## src/rtl/fwuart_rx.sv

```systemverilog
// fwuart_rx: 16x-oversampling UART receiver with valid/ready holding register.
// Optional parity check enabled by defining FWUART_RX_PARITY_EN.
module fwuart_rx #(
  parameter int DATA_BITS = 8,
  parameter int STOP_BITS = 1
) (
  input  logic                 clock,
  input  logic                 reset_n,
  input  logic                 clock_x16,
  input  logic                 rx,
  output logic [DATA_BITS-1:0] rx_data,
  output logic                 rx_valid,
  input  logic                 rx_ready,
  output logic                 frame_err,
  output logic                 overrun,
  output logic                 busy
`ifdef FWUART_RX_PARITY_EN
  ,
  input  logic                 parity_odd,
  output logic                 parity_err
`endif
);
  localparam int BW = (DATA_BITS > 1) ? $clog2(DATA_BITS) : 1;
  localparam logic [BW-1:0] LAST = BW'(DATA_BITS - 1);

`ifdef FWUART_RX_PARITY_EN
  typedef enum logic [2:0] {S_IDLE, S_START, S_DATA, S_PARITY, S_STOP, S_BREAK} state_t;
`else
  typedef enum logic [2:0] {S_IDLE, S_START, S_DATA, S_STOP, S_BREAK} state_t;
`endif

  state_t                r_state, w_nstate;
  logic                  r_sync1, r_sync2;
  logic [3:0]            r_tcnt, w_tcnt;
  logic [BW-1:0]         r_bcnt, w_bcnt;
  logic                  r_stop2, w_stop2;
  logic [DATA_BITS-1:0]  r_shift;
  logic [DATA_BITS-1:0]  r_rx_data;
  logic                  r_rx_valid, r_frame_err, r_overrun;
  logic                  w_sample, w_done, w_ferr, w_load;
`ifdef FWUART_RX_PARITY_EN
  logic                  r_pbit, r_parity_err, w_psample, w_pbad;
`endif

  always_comb begin
    w_nstate  = r_state;
    w_tcnt    = r_tcnt;
    w_bcnt    = r_bcnt;
    w_stop2   = r_stop2;
    w_sample  = 1'b0;
    w_done    = 1'b0;
    w_ferr    = 1'b0;
`ifdef FWUART_RX_PARITY_EN
    w_psample = 1'b0;
`endif
    if (clock_x16) begin
      case (r_state)
        S_IDLE: if (!r_sync2) begin
          w_nstate = S_START;
          w_tcnt   = 4'd0;
        end
        S_START: if (r_tcnt == 4'd7) begin
          w_nstate = r_sync2 ? S_IDLE : S_DATA;
          w_tcnt   = 4'd0;
          w_bcnt   = '0;
        end else w_tcnt = r_tcnt + 4'd1;
        S_DATA: begin
          w_tcnt = r_tcnt + 4'd1;
          if (r_tcnt == 4'd15) begin
            w_sample = 1'b1;
            w_bcnt   = r_bcnt + BW'(1);
            w_stop2  = 1'b0;
`ifdef FWUART_RX_PARITY_EN
            if (r_bcnt == LAST) w_nstate = S_PARITY;
`else
            if (r_bcnt == LAST) w_nstate = S_STOP;
`endif
          end
        end
`ifdef FWUART_RX_PARITY_EN
        S_PARITY: begin
          w_tcnt = r_tcnt + 4'd1;
          if (r_tcnt == 4'd15) begin
            w_psample = 1'b1;
            w_nstate  = S_STOP;
          end
        end
`endif
        S_STOP: begin
          w_tcnt = r_tcnt + 4'd1;
          if (r_tcnt == 4'd15) begin
            if (!r_sync2) begin
              w_ferr   = 1'b1;
              w_nstate = S_BREAK;
            end else if (STOP_BITS == 2 && !r_stop2) w_stop2 = 1'b1;
            else begin
              w_done   = 1'b1;
              w_nstate = S_IDLE;
            end
          end
        end
        S_BREAK: if (r_sync2) w_nstate = S_IDLE;
        default: w_nstate = S_IDLE;
      endcase
    end
  end

  always_ff @(posedge clock or negedge reset_n) begin
    if (!reset_n) begin
      r_state <= S_IDLE;
      r_tcnt  <= 4'd0;
      r_bcnt  <= '0;
      r_stop2 <= 1'b0;
    end else begin
      r_state <= w_nstate;
      r_tcnt  <= w_tcnt;
      r_bcnt  <= w_bcnt;
      r_stop2 <= w_stop2;
    end
  end

  // A completing frame may reload the holding register in the same cycle it is consumed.
  assign w_load = w_done && (!r_rx_valid || rx_ready);
`ifdef FWUART_RX_PARITY_EN
  assign w_pbad = (^r_shift ^ parity_odd) != r_pbit;
`endif

  always_ff @(posedge clock or negedge reset_n) begin
    if (!reset_n) begin
      r_sync1      <= 1'b1;
      r_sync2      <= 1'b1;
      r_shift      <= '0;
      r_rx_data    <= '0;
      r_rx_valid   <= 1'b0;
      r_frame_err  <= 1'b0;
      r_overrun    <= 1'b0;
`ifdef FWUART_RX_PARITY_EN
      r_pbit       <= 1'b0;
      r_parity_err <= 1'b0;
`endif
    end else begin
      r_sync1     <= rx;
      r_sync2     <= r_sync1;
      if (w_sample) r_shift[r_bcnt] <= r_sync2;
      r_rx_data   <= w_load ? r_shift : r_rx_data;
      r_rx_valid  <= w_load | (r_rx_valid & ~rx_ready);
      r_frame_err <= w_ferr;
      r_overrun   <= w_done & r_rx_valid & ~rx_ready;
`ifdef FWUART_RX_PARITY_EN
      if (w_psample) r_pbit <= r_sync2;
      r_parity_err <= (w_done | w_ferr) & w_pbad;
`endif
    end
  end

  assign rx_data    = r_rx_data;
  assign rx_valid   = r_rx_valid;
  assign frame_err  = r_frame_err;
  assign overrun    = r_overrun;
  assign busy       = r_state != S_IDLE;
`ifdef FWUART_RX_PARITY_EN
  assign parity_err = r_parity_err;
`endif
endmodule

```

## config.mk

```make
export PLATFORM = sky130hd
export DESIGN_NAME = fwuart_rx
export DESIGN_NICKNAME = d
export VERILOG_FILES = /design/src/rtl/fwuart_rx.sv
export SDC_FILE = /design/constraint.sdc
export NUM_CORES = 1
export LEC_CHECK = 0
export CAP_MARGIN = 20
export CELL_PAD_IN_SITES_DETAIL_PLACEMENT = 1
export CELL_PAD_IN_SITES_GLOBAL_PLACEMENT = 2
export CORE_MARGIN = 1.5
export CORE_UTILIZATION = 31
export DETAILED_ROUTE_END_ITERATION = 10
export PLACE_DENSITY_LB_ADDON = 0.1
export SYNTH_ARGS = -nofsm -noshare
export SYNTH_HDL_FRONTEND = slang
export SYNTH_SLANG_ARGS = --single-unit
```

## constraint.sdc

```tcl
create_clock -name clock -period 2.5 [get_ports clock]
set_clock_uncertainty 0.1 [all_clocks]
set_input_delay 0.5 -clock clock [delete_from_list [all_inputs] [get_ports clock]]
set_output_delay 0.5 -clock clock [all_outputs]
set_load 0.02 [all_outputs]
```

==> results.txt <==
* Setup ws final: 0.221 ns
- Most instantiated flip-flop cell in the synthesis netlist: sky130_fd_sc_hd__dfrtp_1
* Setup fix buffers added after clock tree synthesis: 0
- Setup repair after global routing left no endpoint under its margin.
- Total vias in the final route: around 1100
- In this run, CTS created clock tree buffers numbering 5.
- Crit path arrival time: approximately 1.7 ns
- Number of cells upsized or downsized after cts: 0
- Input/output buffers: 16
- Number of setup violations in the final report: 0
- Measured against its own limit, the worst slew margin works out to 66.4%.
- Timing analysis after detailed placement gives a worst setup slack of 0.164 ns.
* Critical Path, Cell by Cell: nor2_1, nand2_1, clkdlybuf4s50_1
- Post-Place Cell Area: 1730 µm²
- Critical path start-end classification: register to output pin
* Overflow after GRT: 0
* Part of the power in combinational logic: 27.5%
* Syn Std Cell Area: 1500 µm²
- Once detail routing completed, the nets flagged for antenna violations numbered 0.
- DP HPWL: 2.22 mm
- Of all flip-flops after synthesis, the portion carrying an async set or reset was 100%.
- Clock H-tree levels: 2
* Total Die Area: 5270 µm²
- Synth unique cells: 40
- Sum of routed wire length over all layers: about 3.3 mm
* Count of pins over their slew limit: 0
* Vias in the first global route: between 1000 and 1500
* Ys Warns: 0
* Max clock buf depth: 2
- With fillers left out, the area of the finished cells amounts to 1820 µm².
* Number of sinks on the clock net: 31
- STA classifies the critical path startpoint as a register.
- Global routing used 14.4% of the available tracks across all layers.
- Antenna cells: 0
- After detailed routing, the number of remaining DRC violations is 0.
- In the final layout, the share of cells above drive strength 1 is 23.5%.
- Highest cell delay on the worst timing path: 0.59 ns
* Fillers: 508
- Global-route wire length before repair: 5.62 mm
- Most area-hungry cell type in the Yosys netlist: sky130_fd_sc_hd__dfrtp_1
- Synthesized instance count: 129
- After detailed routing, the number of vias per cell comes to 5.26.
- For this design the ratio of total power to cell area is roughly 820 nW/µm².
- Summing the sequential cell areas from Yosys gives just over 50% of the chip area.
- Run status: finished clean
- Most frequent cells in the layout: sky130_fd_sc_hd__dfrtp_1, sky130_fd_sc_hd__mux2_2, sky130_fd_sc_hd__clkdlybuf4s50_1
- Seq cells post-synth: 31
- Cells taking the most area after synthesis: sky130_fd_sc_hd__dfrtp_1, sky130_fd_sc_hd__mux2_2, sky130_fd_sc_hd__dfstp_2
* Net switching component of the power: 0.000517 W
- The worst setup path is captured at an output pin.
- In this run switching power makes up 34.5% of total power.
* TritonCTS clock tree: yes
- The worst hold path belongs to the class register to register.
- 17 I/O pins were placed.
* Max IR drop VDD: 0.290 mV
- Measured along the x axis, the die boundary spans 72.6 µm.
* Routed wire per std cell: between 15 and 20 µm
- The average instance in the mapped netlist occupies around 12 µm².
- Core area: 4690 µm²
* Final-stage net count: 157
- The kind of cell with the highest combined delay along the critical path is buffers and inverters.
* Effective utilization at floorplan: 32.0%
- Count of hold buffers inserted by post-cts repair: 0
- The library cell used most frequently in the layout, excluding fill and tap cells, is sky130_fd_sc_hd__dfrtp_1.
- Before antenna repair, the detailed router went through 4 iterations.
- The slowest stage of the critical path is the sky130_fd_sc_hd__clkdlybuf4s50_1 cell.
- Measured slew at the worst slew-check pin: 0.504 ns
- The count of cells in the finished layout, fillers not included, comes to approximately 200.
* Fin Setup TNS: 0 ns
- Peak Freq: 0.439 GHz
- Clock-pin slew reported for the worst setup and hold paths after clock tree synthesis: 0.07 ns
* Max_cap viols: 0
- From synthesis to final layout, the design area changed by 21.3%.
- CTS placed an instance of sky130_fd_sc_hd__clkbuf_8 at the clock tree root.
- CP Max Fanout: 12
- Data on the critical path is required at its endpoint by 1.90 ns.
- The worst path uses 91.2% of the clock period.
- Subtracting the final worst setup slack from the clock period gives 2.28 ns.
* Vertical die dimension: 72.6 µm
* Post-Synthesis Net Count: 137
* GP Congestion: 0.748
- Placed insts: 196
* Maximum number of pins on one net before global-route repair: 32
* Antenna violations before repair: 0
* Number of enable-type register cells in the synthesized netlist: 0
- Static leakage power: a little over 0.8 nW
- Clock share of power: a little over a quarter
- Internal power comes to 0.000981 W.
- Hold Violations, Final: 0
* Area share of the leading cell type in the synthesized netlist: 48.3%
- Row count: 25
* Worst path bufs/invs: 1
- Sequential cells account for 46.0% of the total power.
- Insertion delay of the later-clocked pin in the worst-skew pair: 0.28 ns
- In this run, the number of DRC markers left after iteration 0 of detailed routing was 66.
-- cell usage after synthesis (2+ instances only) --
cell	instances
sky130_fd_sc_hd__nand2_1	5
sky130_fd_sc_hd__nor3_1	6
sky130_fd_sc_hd__ha_1	3
sky130_fd_sc_hd__nand4bb_1	2
sky130_fd_sc_hd__nor4_1	3
sky130_fd_sc_hd__clkbuf_1	4
sky130_fd_sc_hd__dfstp_2	2
sky130_fd_sc_hd__mux2_2	18
sky130_fd_sc_hd__nor2_1	3
sky130_fd_sc_hd__buf_2	5
sky130_fd_sc_hd__o2bb2ai_1	2
sky130_fd_sc_hd__nand3_1	2
sky130_fd_sc_hd__o211ai_1	2
sky130_fd_sc_hd__a21oi_1	2
sky130_fd_sc_hd__nand4_1	3
sky130_fd_sc_hd__a21o_1	2
sky130_fd_sc_hd__inv_1	6
sky130_fd_sc_hd__and3_1	3
sky130_fd_sc_hd__nand2b_1	7
sky130_fd_sc_hd__dfrtp_1	29
-- cell type report --
| type | instances | area (µm²) | area share (%) |
|---|---|---|---|
| clock buffers | 6 | 82.6 | 4.53 |
| clock inverters | 1 | 5.00 | 0.275 |
| inverters | 6 | 22.5 | 1.24 |
| multi-input cells | 82 | 653 | 35.9 |
| flip-flops and latches | 31 | 778 | 42.7 |
| well taps | 54 | 67.6 | 3.71 |
| repair buffers | 23 | 213 | 11.7 |
-- power by group through the flow --
| stage | sequential (W) | combinational, W | clock (W) |
|---|---|---|---|
| 3_3_place_gp | 0.000696 | 0.000403 | 0 |
| 6_report | 0.000689 | 0.000411 | 0.000398 |
| 2_1_floorplan | 0.000622 | 0.000350 | 0 |
| 5_1_grt | 0.000706 | 0.000457 | 0.000434 |
| 4_1_cts | 0.000689 | 0.000416 | 0.000414 |
| 3_5_place_dp | 0.000697 | 0.000413 | 0 |
-- worst reg2reg max path: stages, from the launching register on --
cell                        delay, ns
sky130_fd_sc_hd__dfrtp_1         0.38
sky130_fd_sc_hd__ha_1            0.37
sky130_fd_sc_hd__nand4bb_1       0.41
sky130_fd_sc_hd__nor4_1          0.43
sky130_fd_sc_hd__mux2_2          0.38
-- sequential cells by signal, indices dropped and copies added, names as in the netlist, 3 cells and up --
register and cells:
r_shift 8, rx_data 8, r_tcnt 4, r_bcnt 3
r_state 3
-- metal layers --
| metal | vias up | wire length [µm] | track usage, % |
|---|---|---|---|
| met1 | 534 | 1730 | 21.0 |
| met3 | 5 | 112 | 4.83 |
| met5 | - | 0 | 0 |
| met2 | 16 | 1430 | 19.6 |
| li1 | 513 | - | - |
| met4 | 0 | 47 | 5.66 |
-- cell families after synthesis --
group                      Yosys count  synth area share (%)
xor gates and xnor gates             1                 0.583
buffers and inverters               16                  4.67
and+or+nand+nor                     42                  17.4
DFF                                 31                  51.8
muxes                               19                  14.2
AOI/OAI and AO/OA                   17                  8.83
adders and majority gates            3                  2.50
-- path summary, 6_finish.rpt --
path	from	to	slack [ns]	cells after the start
setup reg to reg	r_tcnt[0]$_DFFE_PN0P_	r_shift[0]$_DFFE_PN0P_	0.32	4
min in group asynchronous	reset_n	r_state[2]$_DFFE_PN0P_	0.51	2
max in group asynchronous	reset_n	r_sync2$_DFF_PN1_	1.45	2
hold / removal	r_sync1$_DFF_PN1_	r_sync2$_DFF_PN1_	0.26	0
hold reg to reg	r_sync1$_DFF_PN1_	r_sync2$_DFF_PN1_	0.26	0
setup / recovery	r_state[0]$_DFFE_PN0P_	busy	0.22	3
-- through the flow --
| step | total power [W] | utilization, % | hold slack, ns |
|---|---|---|---|
| 2_1_floorplan | 0.000972 | - | 0.104 |
| 3_3_place_gp | 0.00110 | 37.0 | 0.248 |
| 3_5_place_dp | 0.00111 | 37.0 | 0.248 |
| 4_1_cts | 0.00152 | 38.8 | 0.261 |
| 5_1_grt | 0.00160 | 38.8 | 0.268 |
| 6_report | 0.00150 | 38.8 | 0.261 |
(Power assumes the default switching activity.)
